===== src/rtl/tracking_history.sv =====
// Per-channel tracking front end: squares one E/P/L I/Q dump per code period and holds k/k-1 history.
// Latency: dump accepted at edge e0 -> i2q2_valid high for the single cycle following edge e0+6.
// Backpressure: none; a dump arriving while busy is dropped, flagged by dump_overrun and counted (saturating).
module tracking_history #(
    parameter int ACC_WIDTH      = 16,
    parameter int I2Q2_WIDTH     = 32,
    parameter int IQ_WIDTH       = 16,
    parameter int W_DF_WIDTH     = 20,
    parameter int W_DF_DOT_WIDTH = 20
) (
    input  logic                             clk,
    input  logic                             reset,
    input  logic                             init,
    input  logic signed [W_DF_WIDTH-1:0]     init_w_df,
    input  logic                             dump_valid,
    input  logic signed [ACC_WIDTH-1:0]      i_early,
    input  logic signed [ACC_WIDTH-1:0]      q_early,
    input  logic signed [ACC_WIDTH-1:0]      i_prompt,
    input  logic signed [ACC_WIDTH-1:0]      q_prompt,
    input  logic signed [ACC_WIDTH-1:0]      i_late,
    input  logic signed [ACC_WIDTH-1:0]      q_late,
    output logic                             i2q2_valid,
    output logic [I2Q2_WIDTH-1:0]            i2q2_early_k,
    output logic [I2Q2_WIDTH-1:0]            i2q2_prompt_k,
    output logic [I2Q2_WIDTH-1:0]            i2q2_late_k,
    output logic signed [ACC_WIDTH-1:0]      i_prompt_k,
    output logic signed [ACC_WIDTH-1:0]      q_prompt_k,
    output logic signed [ACC_WIDTH-1:0]      i_prompt_km1,
    output logic signed [ACC_WIDTH-1:0]      q_prompt_km1,
    output logic [IQ_WIDTH-1:0]              iq_prompt_km1,
    output logic signed [W_DF_WIDTH-1:0]     w_df_k,
    output logic signed [W_DF_DOT_WIDTH-1:0] w_df_dot_k,
    input  logic                             tracking_ready,
    input  logic [IQ_WIDTH-1:0]              iq_prompt_k_in,
    input  logic signed [W_DF_WIDTH-1:0]     w_df_kp1,
    input  logic signed [W_DF_DOT_WIDTH-1:0] w_df_dot_kp1,
    output logic                             busy,
    output logic                             dump_overrun,
    output logic [7:0]                       overrun_count
);

    // I2Q2_WIDTH is expected to be exactly 2*ACC_WIDTH: the largest sum of
    // two full-scale squares is 2^(2*ACC_WIDTH-1), which just fits unsigned.

    typedef enum logic [1:0] {
        S_IDLE    = 2'd0,
        S_SQUARE  = 2'd1,
        S_PRESENT = 2'd2,
        S_WAIT    = 2'd3
    } state_t;

    localparam logic [2:0] LAST_SQ = 3'd5;

    state_t state_q, state_d;
    logic [2:0] sq_cnt_q, sq_cnt_d;

    // Latched dump values, one register per operand
    logic signed [ACC_WIDTH-1:0] ie_q, qe_q, ip_q, qp_q, il_q, ql_q;

    // Tap accumulators (these are the i2q2 outputs)
    logic [I2Q2_WIDTH-1:0] acc_e_q, acc_p_q, acc_l_q;

    // History committed from the tracking stage
    logic signed [ACC_WIDTH-1:0]      ip_km1_q, qp_km1_q;
    logic [IQ_WIDTH-1:0]              iq_km1_q;
    logic signed [W_DF_WIDTH-1:0]     w_df_q;
    logic signed [W_DF_DOT_WIDTH-1:0] w_df_dot_q;

    // Overrun bookkeeping
    logic       ovr_pulse_q;
    logic [7:0] ovr_cnt_q;

    logic accept;
    logic commit;
    logic drop;

    // Shared multiplier operand and its square
    logic signed [ACC_WIDTH-1:0]   sq_op;
    logic signed [2*ACC_WIDTH-1:0] sq_op_ext;
    logic signed [2*ACC_WIDTH-1:0] sq_prod;
    logic [I2Q2_WIDTH-1:0]         sq_val;

    // State register
    always_ff @(posedge clk or posedge reset) begin
        if (reset) begin
            state_q  <= S_IDLE;
            sq_cnt_q <= 3'd0;
        end else begin
            state_q  <= state_d;
            sq_cnt_q <= sq_cnt_d;
        end
    end

    // Next-state logic; init overrides every transition and suppresses accept/commit
    always_comb begin
        state_d  = state_q;
        sq_cnt_d = sq_cnt_q;
        accept   = 1'b0;
        commit   = 1'b0;
        case (state_q)
            S_IDLE: begin
                if (dump_valid) begin
                    accept   = 1'b1;
                    sq_cnt_d = 3'd0;
                    state_d  = S_SQUARE;
                end
            end
            S_SQUARE: begin
                sq_cnt_d = sq_cnt_q + 3'd1;
                if (sq_cnt_q == LAST_SQ) begin
                    state_d = S_PRESENT;
                end
            end
            S_PRESENT: begin
                state_d = S_WAIT;
            end
            S_WAIT: begin
                if (tracking_ready) begin
                    commit  = 1'b1;
                    state_d = S_IDLE;
                end
            end
            default: begin
                state_d = S_IDLE;
            end
        endcase
        if (init) begin
            state_d  = S_IDLE;
            sq_cnt_d = 3'd0;
            accept   = 1'b0;
            commit   = 1'b0;
        end
    end

    // A dump arriving in any non-idle state is lost; init swallows a same-edge dump silently
    assign drop = dump_valid && !init && (state_q != S_IDLE);

    // Operand select: I_E, Q_E, I_P, Q_P, I_L, Q_L on counts 0..5
    always_comb begin
        sq_op = '0;
        case (sq_cnt_q)
            3'd0:    sq_op = ie_q;
            3'd1:    sq_op = qe_q;
            3'd2:    sq_op = ip_q;
            3'd3:    sq_op = qp_q;
            3'd4:    sq_op = il_q;
            3'd5:    sq_op = ql_q;
            default: sq_op = '0;
        endcase
    end

    // Sign-extend before multiplying so the square is exact at full precision;
    // (-2^(W-1))^2 = 2^(2W-2) is still representable as a positive signed value.
    assign sq_op_ext = {{ACC_WIDTH{sq_op[ACC_WIDTH-1]}}, sq_op};
    assign sq_prod   = sq_op_ext * sq_op_ext;
    assign sq_val    = sq_prod;

    // Dump latch: captured on accept, cleared by init
    always_ff @(posedge clk or posedge reset) begin
        if (reset) begin
            ie_q <= '0;
            qe_q <= '0;
            ip_q <= '0;
            qp_q <= '0;
            il_q <= '0;
            ql_q <= '0;
        end else if (init) begin
            ie_q <= '0;
            qe_q <= '0;
            ip_q <= '0;
            qp_q <= '0;
            il_q <= '0;
            ql_q <= '0;
        end else if (accept) begin
            ie_q <= i_early;
            qe_q <= q_early;
            ip_q <= i_prompt;
            qp_q <= q_prompt;
            il_q <= i_late;
            ql_q <= q_late;
        end
    end

    // Tap accumulators: cleared on accept, each square added into its tap during SQUARE
    always_ff @(posedge clk or posedge reset) begin
        if (reset) begin
            acc_e_q <= '0;
            acc_p_q <= '0;
            acc_l_q <= '0;
        end else if (init || accept) begin
            acc_e_q <= '0;
            acc_p_q <= '0;
            acc_l_q <= '0;
        end else if (state_q == S_SQUARE) begin
            case (sq_cnt_q[2:1])
                2'd0:    acc_e_q <= acc_e_q + sq_val;
                2'd1:    acc_p_q <= acc_p_q + sq_val;
                2'd2:    acc_l_q <= acc_l_q + sq_val;
                default: acc_l_q <= acc_l_q;
            endcase
        end
    end

    // History: loaded from the tracking stage on commit, seeded on init
    always_ff @(posedge clk or posedge reset) begin
        if (reset) begin
            ip_km1_q   <= '0;
            qp_km1_q   <= '0;
            iq_km1_q   <= '0;
            w_df_q     <= '0;
            w_df_dot_q <= '0;
        end else if (init) begin
            ip_km1_q   <= '0;
            qp_km1_q   <= '0;
            iq_km1_q   <= '0;
            w_df_q     <= init_w_df;
            w_df_dot_q <= '0;
        end else if (commit) begin
            ip_km1_q   <= ip_q;
            qp_km1_q   <= qp_q;
            iq_km1_q   <= iq_prompt_k_in;
            w_df_q     <= w_df_kp1;
            w_df_dot_q <= w_df_dot_kp1;
        end
    end

    // Overrun pulse and saturating drop counter
    always_ff @(posedge clk or posedge reset) begin
        if (reset) begin
            ovr_pulse_q <= 1'b0;
            ovr_cnt_q   <= 8'd0;
        end else if (init) begin
            ovr_pulse_q <= 1'b0;
            ovr_cnt_q   <= 8'd0;
        end else begin
            ovr_pulse_q <= drop;
            if (drop && (ovr_cnt_q != 8'hFF)) begin
                ovr_cnt_q <= ovr_cnt_q + 8'd1;
            end
        end
    end

    // Pulse outputs decode straight from state so an async reset drops them at once
    assign i2q2_valid    = (state_q == S_PRESENT);
    assign busy          = (state_q != S_IDLE);
    assign i2q2_early_k  = acc_e_q;
    assign i2q2_prompt_k = acc_p_q;
    assign i2q2_late_k   = acc_l_q;
    assign i_prompt_k    = ip_q;
    assign q_prompt_k    = qp_q;
    assign i_prompt_km1  = ip_km1_q;
    assign q_prompt_km1  = qp_km1_q;
    assign iq_prompt_km1 = iq_km1_q;
    assign w_df_k        = w_df_q;
    assign w_df_dot_k    = w_df_dot_q;
    assign dump_overrun  = ovr_pulse_q;
    assign overrun_count = ovr_cnt_q;

endmodule


===== config.mk =====
export PLATFORM = sky130hd
export DESIGN_NAME = tracking_history
export DESIGN_NICKNAME = d
export VERILOG_FILES = /design/src/rtl/tracking_history.sv
export SDC_FILE = /design/constraint.sdc
export NUM_CORES = 1
export LEC_CHECK = 0
export CORE_ASPECT_RATIO = 1.1
export CORE_MARGIN = 2
export CORE_UTILIZATION = 54
export DETAILED_ROUTE_END_ITERATION = 16
export HOLD_SLACK_MARGIN = 0.15
export PLACE_DENSITY = 0.8
export SETUP_SLACK_MARGIN = 0.4
export SLEW_MARGIN = 25
export SYNTH_ARGS = -nofsm -noshare
export SYNTH_HDL_FRONTEND = slang
export SYNTH_SLANG_ARGS = --single-unit

===== constraint.sdc =====
create_clock -name clk -period 23 [get_ports clk]
set_clock_uncertainty 0.1 [all_clocks]
set_input_delay 4.6 -clock clk [delete_from_list [all_inputs] [get_ports clk]]
set_output_delay 4.6 -clock clk [all_outputs]
set_load 0.02 [all_outputs]

==> impl_metrics.env, run 1 <==
export IMPL_clock_latency_ns=0.56
export IMPL_tns_ns=0
export IMPL_synth_warnings=0
export IMPL_path_clk_slew_ns=0.06
export IMPL_num_fill_cells=3817
export IMPL_ys_seq_area_share_pct=28.4
export IMPL_numPortBuffers=403
export IMPL_hold_viol=0
export IMPL_required_ns=23.37
export IMPL_cp_arrival_ns=11.16
export IMPL_avgSynthCellArea_um2=8.72
export IMPL_dr_pass1_iters=7
export IMPL_die_area_um2=49700
export IMPL_gr_total_overflow=0
export IMPL_root_buffer="clkbuf_16"
export IMPL_cts_max_level=2
export IMPL_postCtsSetupBuffers=0
export IMPL_slew_violations=0
export IMPL_setup_worst_path_start_class="register"
export IMPL_postLayoutCoreUtil_pct=66.4
export IMPL_design_area_um2=31600
export IMPL_maxCapViolCount=0
export IMPL_layout_nets=3902
export IMPL_crit_path_max_fanout=17
export IMPL_status="finished clean"
export IMPL_setup_viol=0
export IMPL_avgViaCountPerCell=5.66
export IMPL_core_um2=47600
export IMPL_synth_edff_count=0
export IMPL_antenna_found_initial=4
export IMPL_gp_congestion=0.958
export IMPL_ys_ff_latch=294
export IMPL_synth_cell_types=73
export IMPL_synth_area_top_cells="dfrtp_1 (28%), fa_1 (18%), nand2_1 (9.1%)"
export IMPL_worstSetupPathType="reg2reg"
export IMPL_hpwl_um=60000
export IMPL_syn_area_um2=25900
export IMPL_multiInputGateArea_um2=16600
export IMPL_seqCellArea_um2=7360
export IMPL_cts_sink_count=294
export IMPL_postSynthCellCount=2967
export IMPL_syn2layout_area_growth_pct=22.2
export IMPL_synthFlopType="dfrtp_1"
export IMPL_whs_path_depth=2
export IMPL_cts_tree="built"
export IMPL_drt_first_iter_violations=1723
export IMPL_hold_class="reg2reg"
export IMPL_final_common_cell="nand2_1"
export IMPL_wl_per_cell_um=19.7
export IMPL_cp_top_family="adder cells"
export IMPL_worst_slack_ns=12.21
export IMPL_wirelength_um=78200
export IMPL_rsz0062_at_grt="false"
export IMPL_clk_path_buf_depth=3
export IMPL_worstMarginPinSlew_ns=1.00
export IMPL_start_util_pct=54.3
export IMPL_grt_max_degree=185
export IMPL_critical_path_max_stage_delay_ns=0.60
export IMPL_drc=0
export IMPL_endpoint_kind="register"
export IMPL_synth_top_cell_by_area="dfrtp_1"
export IMPL_die_h_um=234
export IMPL_path_common_cell="fa_1"
export IMPL_final_cell_mix="nand2_1 (627), clkdlybuf4s50_1 (402), inv_1 (367)"
export IMPL_die_w_um=213
export IMPL_worst_path_buf_inv=5
export IMPL_syn_num_nets=3568
export IMPL_drive_gt1_share_pct=3.46
export IMPL_reg2reg_depth=36
export IMPL_num_io_pins=404
export IMPL_finalCriticalPeriod_ns=10.79
export IMPL_slew_headroom_pct=33.1
export IMPL_cts_buffers=35
export IMPL_period_share_pct=46.9
export IMPL_post_place_ws_ns=12.38
export IMPL_final_antenna_net_count=0
export IMPL_cp_slowest_cell="and3_1"
export IMPL_num_vias=22500
export IMPL_cts_hold_buf=0
export IMPL_place_area_um2=30400
export IMPL_grt_pass1_vias=23200
export IMPL_grt_pass1_wl_um=123000
export IMPL_fmax_mhz=92.6
export IMPL_post_cts_resized=0
export IMPL_grtUsageTotal_pct=31.7
export IMPL_ys_async_sr_fraction_pct=100
export IMPL_synth_top_area_share_pct=28.4
export IMPL_cp_num_cells=36
export IMPL_rows=84
==> final timing paths <==
kind / slack, ns / endpoint / startpoint
max in group asynchronous: 16.79 / i_prompt_km1[4] / reset
min reg2reg: 0.36 / qe_q[4] / qe_q[4]
max reg2reg: 12.21 / i2q2_prompt_k[31] / sq_cnt_q[2]
min: 0.36 / qe_q[4] / qe_q[4]
max: 12.21 / i2q2_prompt_k[31] / sq_cnt_q[2]
min in group asynchronous: 4.48 / iq_prompt_km1[9] / reset
==> worst min-delay path, cell delays in order, from the launching register on <==
cell and delay (ns):
dfrtp_1 0.34, nand2_1 0.05, nand2_1 0.04
==> logic make-up after synthesis <==
family,count (synthesis),synth area share [%]
buffers and inverters,501,7.33
muxes,46,1.87
adders and majority gates,424,27.4
and+or+nand+nor,1028,17.9
DFF,294,28.4
AOI/OAI and AO/OA,571,13.6
xor gates and xnor gates,103,3.55
==> sequential cells by signal, indices dropped and copies added (netlist names) <==
register,cells
ie_q,16
overrun_count,8
i_prompt_km1,16
i2q2_prompt_k,32
dump_overrun,1
qe_q,16
sq_cnt_q,3
iq_prompt_km1,16
w_df_k,20
il_q,16
q_prompt_km1,16
i_prompt_k,16
state_q,2
ql_q,16
q_prompt_k,16
w_df_dot_k,20
i2q2_late_k,32
i2q2_early_k,32
==> Yosys cell counts (19+ instances only) <==
master,instances
a22oi_1,19
nand3b_1,105
a21o_1,56
nor2_1,134
nand3_1,41
xor2_1,22
and3_1,22
nor3_1,26
xnor2_1,79
mux2i_1,27
o21ai_0,76
fa_1,236
mux2_2,19
a211oi_1,19
nand2_1,628
o21a_1,27
ha_1,188
dfrtp_1,294
a21oi_1,265
clkbuf_1,111
inv_1,368
==> stage by stage <==
stage	cells	hold slack, ns
after detailed placement	3906	0.355
after global routing	3968	0.385
final	3969	0.364
after floorplan	2967	0.333
after CTS	3963	0.368
after global placement	3904	0.346
==> layer usage <==
metal | wire length, µm | track usage (%) | share of wire (%) | up-vias
met5 | 16 | 0 | 0.020 | -
met4 | 3790 | 14.3 | 4.8 | 2
met3 | 6200 | 8.46 | 7.9 | 204
met2 | 38900 | 54.8 | 50 | 842
met1 | 29300 | 36.9 | 37 | 11000
li1 | - | - | - | 10400
==> cell type report <==
class	count	area share, %
multi-input combinational	2172	52.6
sequential	294	23.3
timing repair buffer	425	13.5
inverter	373	4.45
clock buffer	49	3.13
tap	645	2.55
clock inverter	8	0.412
antenna	3	0.0237
Power of run 1 is not shown: default switching activity piles up to over one toggle a cycle in this logic, so the estimate is an artifact.
==> run 2, diff against run 1 <==
Clock period 23 ns to 10 ns, I/O delays scaled along.
==> impl_metrics.env, run 2 (synthesis results as in run 1) <==
export IMPL_status="finished clean"
export IMPL_num_fill_cells=3733
export IMPL_period_share_pct=94.1
export IMPL_dr_pass1_iters=6
export IMPL_cp_slowest_cell="fa_1"
export IMPL_die_h_um=234
export IMPL_slew_headroom_pct=30.0
export IMPL_reg2reg_depth=37
export IMPL_setup_viol=0
export IMPL_cts_hold_buf=0
export IMPL_final_antenna_net_count=0
export IMPL_drc=0
export IMPL_hold_class="reg2reg"
export IMPL_cts_tree="built"
export IMPL_rows=84
export IMPL_slew_violations=0
export IMPL_crit_end="i2q2_late_k[31]"
export IMPL_r2r_start="sq_cnt_q[1]"
export IMPL_path_clk_slew_ns=0.06
export IMPL_syn2layout_area_growth_pct=25.1
export IMPL_place_area_um2=30600
export IMPL_num_io_pins=404
export IMPL_finalCriticalPeriod_ns=9.41
export IMPL_root_buffer="clkbuf_16"
export IMPL_critical_path_max_stage_delay_ns=0.55
export IMPL_crit_path_max_fanout=10
export IMPL_gr_total_overflow=0
export IMPL_grt_pass1_vias=23500
export IMPL_worstMarginPinSlew_ns=1.05
export IMPL_die_area_um2=49700
export IMPL_antenna_found_initial=5
export IMPL_final_cell_mix="nand2_1 (623), clkdlybuf4s50_1 (402), inv_1 (357)"
export IMPL_drt_first_iter_violations=1631
export IMPL_rsz0062_at_grt="true"
export IMPL_wl_per_cell_um=20.1
export IMPL_clock_latency_ns=0.57
export IMPL_final_common_cell="nand2_1"
export IMPL_cp_arrival_ns=9.79
export IMPL_grtUsageTotal_pct=32.6
export IMPL_design_area_um2=32400
export IMPL_startpoint="sq_cnt_q[1]"
export IMPL_worstSetupPathType="reg2reg"
export IMPL_hold_viol=0
export IMPL_grt_pass1_wl_um=126000
export IMPL_start_util_pct=54.3
export IMPL_fmax_mhz=106
export IMPL_numPortBuffers=403
export IMPL_cts_sink_count=294
export IMPL_clk_path_buf_depth=3
export IMPL_hpwl_um=61800
export IMPL_gp_congestion=0.962
export IMPL_setup_worst_path_start_class="register"
export IMPL_cts_buffers=35
export IMPL_worst_r2r_endpoint="i2q2_late_k[31]"
export IMPL_required_ns=10.38
export IMPL_core_um2=47600
export IMPL_ff2ff_setup_slack_ns=0.59
export IMPL_die_w_um=213
export IMPL_maxCapViolCount=0
export IMPL_endpoint_kind="register"
export IMPL_num_vias=22900
export IMPL_drive_gt1_share_pct=7.31
export IMPL_grt_max_degree=116
export IMPL_avgViaCountPerCell=5.71
export IMPL_wirelength_um=80800
export IMPL_layout_nets=3946
export IMPL_cts_max_level=2
## run 2: cell types whose count changed in the layout (fill, tap and decap cells not counted), moves of 9 or more
cell / before / now
buf_4: 17 / 57
ha_1: 188 / 176
inv_1: 367 / 357
a21oi_1: 264 / 255
a21oi_2: 0 / 9
ha_4: 0 / 9
inv_2: 0 / 9
xnor2_1: 79 / 70
## run 2: area by class of cell
type | count | area, µm² | share of cell area [%]
Antenna cell | 2 | 5.00 | 0.0155
Clock buffer | 46 | 947 | 2.93
Clock inverter | 13 | 184 | 0.568
Inverter | 373 | 1420 | 4.37
Multi-Input combinational cell | 2172 | 17100 | 52.7
Sequential cell | 294 | 7360 | 22.7
Tap cell | 645 | 807 | 2.49
Timing Repair Buffer | 469 | 4590 | 14.2
## run 2: worst min-delay path by stage
stage | slack [ns] | endpoint | startpoint | cells past startpoint
6_report | 0.36 | ql_q[3] | ql_q[3] | 2
3_3_place_gp | 0.34 | il_q[0] | il_q[0] | 2
5_1_grt | 0.39 | il_q[9] | il_q[9] | 2
3_5_place_dp | 0.35 | ql_q[9] | ql_q[9] | 2
2_1_floorplan | 0.33 | il_q[0] | il_q[0] | 2
4_1_cts | 0.36 | ql_q[3] | ql_q[3] | 2
## run 2: worst max-delay path, delay by kind of cell, from the launching register on
family | cells | cell delay [ns]
AO/OA/AOI/OAI | 14 | 2.60
XOR/XNOR | 1 | 0.26
adder cells (fa/ha/maj) | 9 | 3.55
buffers and inverters | 8 | 0.81
flip-flops | 1 | 0.47
AND/OR/NAND/NOR | 5 | 1.51
## run 2: metal layers
layer | wire (µm) | up-vias | track usage (%)
li1 | - | 10500 | -
met1 | 30400 | 11300 | 38.8
met2 | 39800 | 880 | 55.7
met3 | 6140 | 239 | 7.53
met4 | 4360 | 6 | 15.8
met5 | 38 | - | 0
## run 2: through the flow
| stage | utilization (%) | instances | setup slack [ns] | hold slack (ns) | setup TNS [ns] |
|---|---|---|---|---|---|
| 5_1_grt | 68.0 | 4013 | 0.268 | 0.389 | 0 |
| 4_1_cts | 67.0 | 4000 | 0.344 | 0.363 | 0 |
| 3_5_place_dp | 64.3 | 3936 | -0.109 | 0.350 | -0.171 |
| 6_report | 68.0 | 4014 | 0.591 | 0.359 | 0 |
| 2_1_floorplan | - | 2967 | 0.642 | 0.333 | 0 |
| 3_3_place_gp | 64.3 | 3936 | 0.243 | 0.345 | 0 |
## run 2: what timing repair did
item                       CTS  global route
setup buffers                5            10
setup endpoints to repair   15            24
gates resized for setup     30            78
pin swaps                    3            12
Power of run 2 is left out for the same reason.
==> run 3, diff against run 2 <==
Settings changed: ABC_CLOCK_PERIOD_IN_PS set to 10000.
==> results of run 3 <==
No change in the layout: final DEF, timing and power equal those of run 2.
Power of run 3 is left out for the same reason.
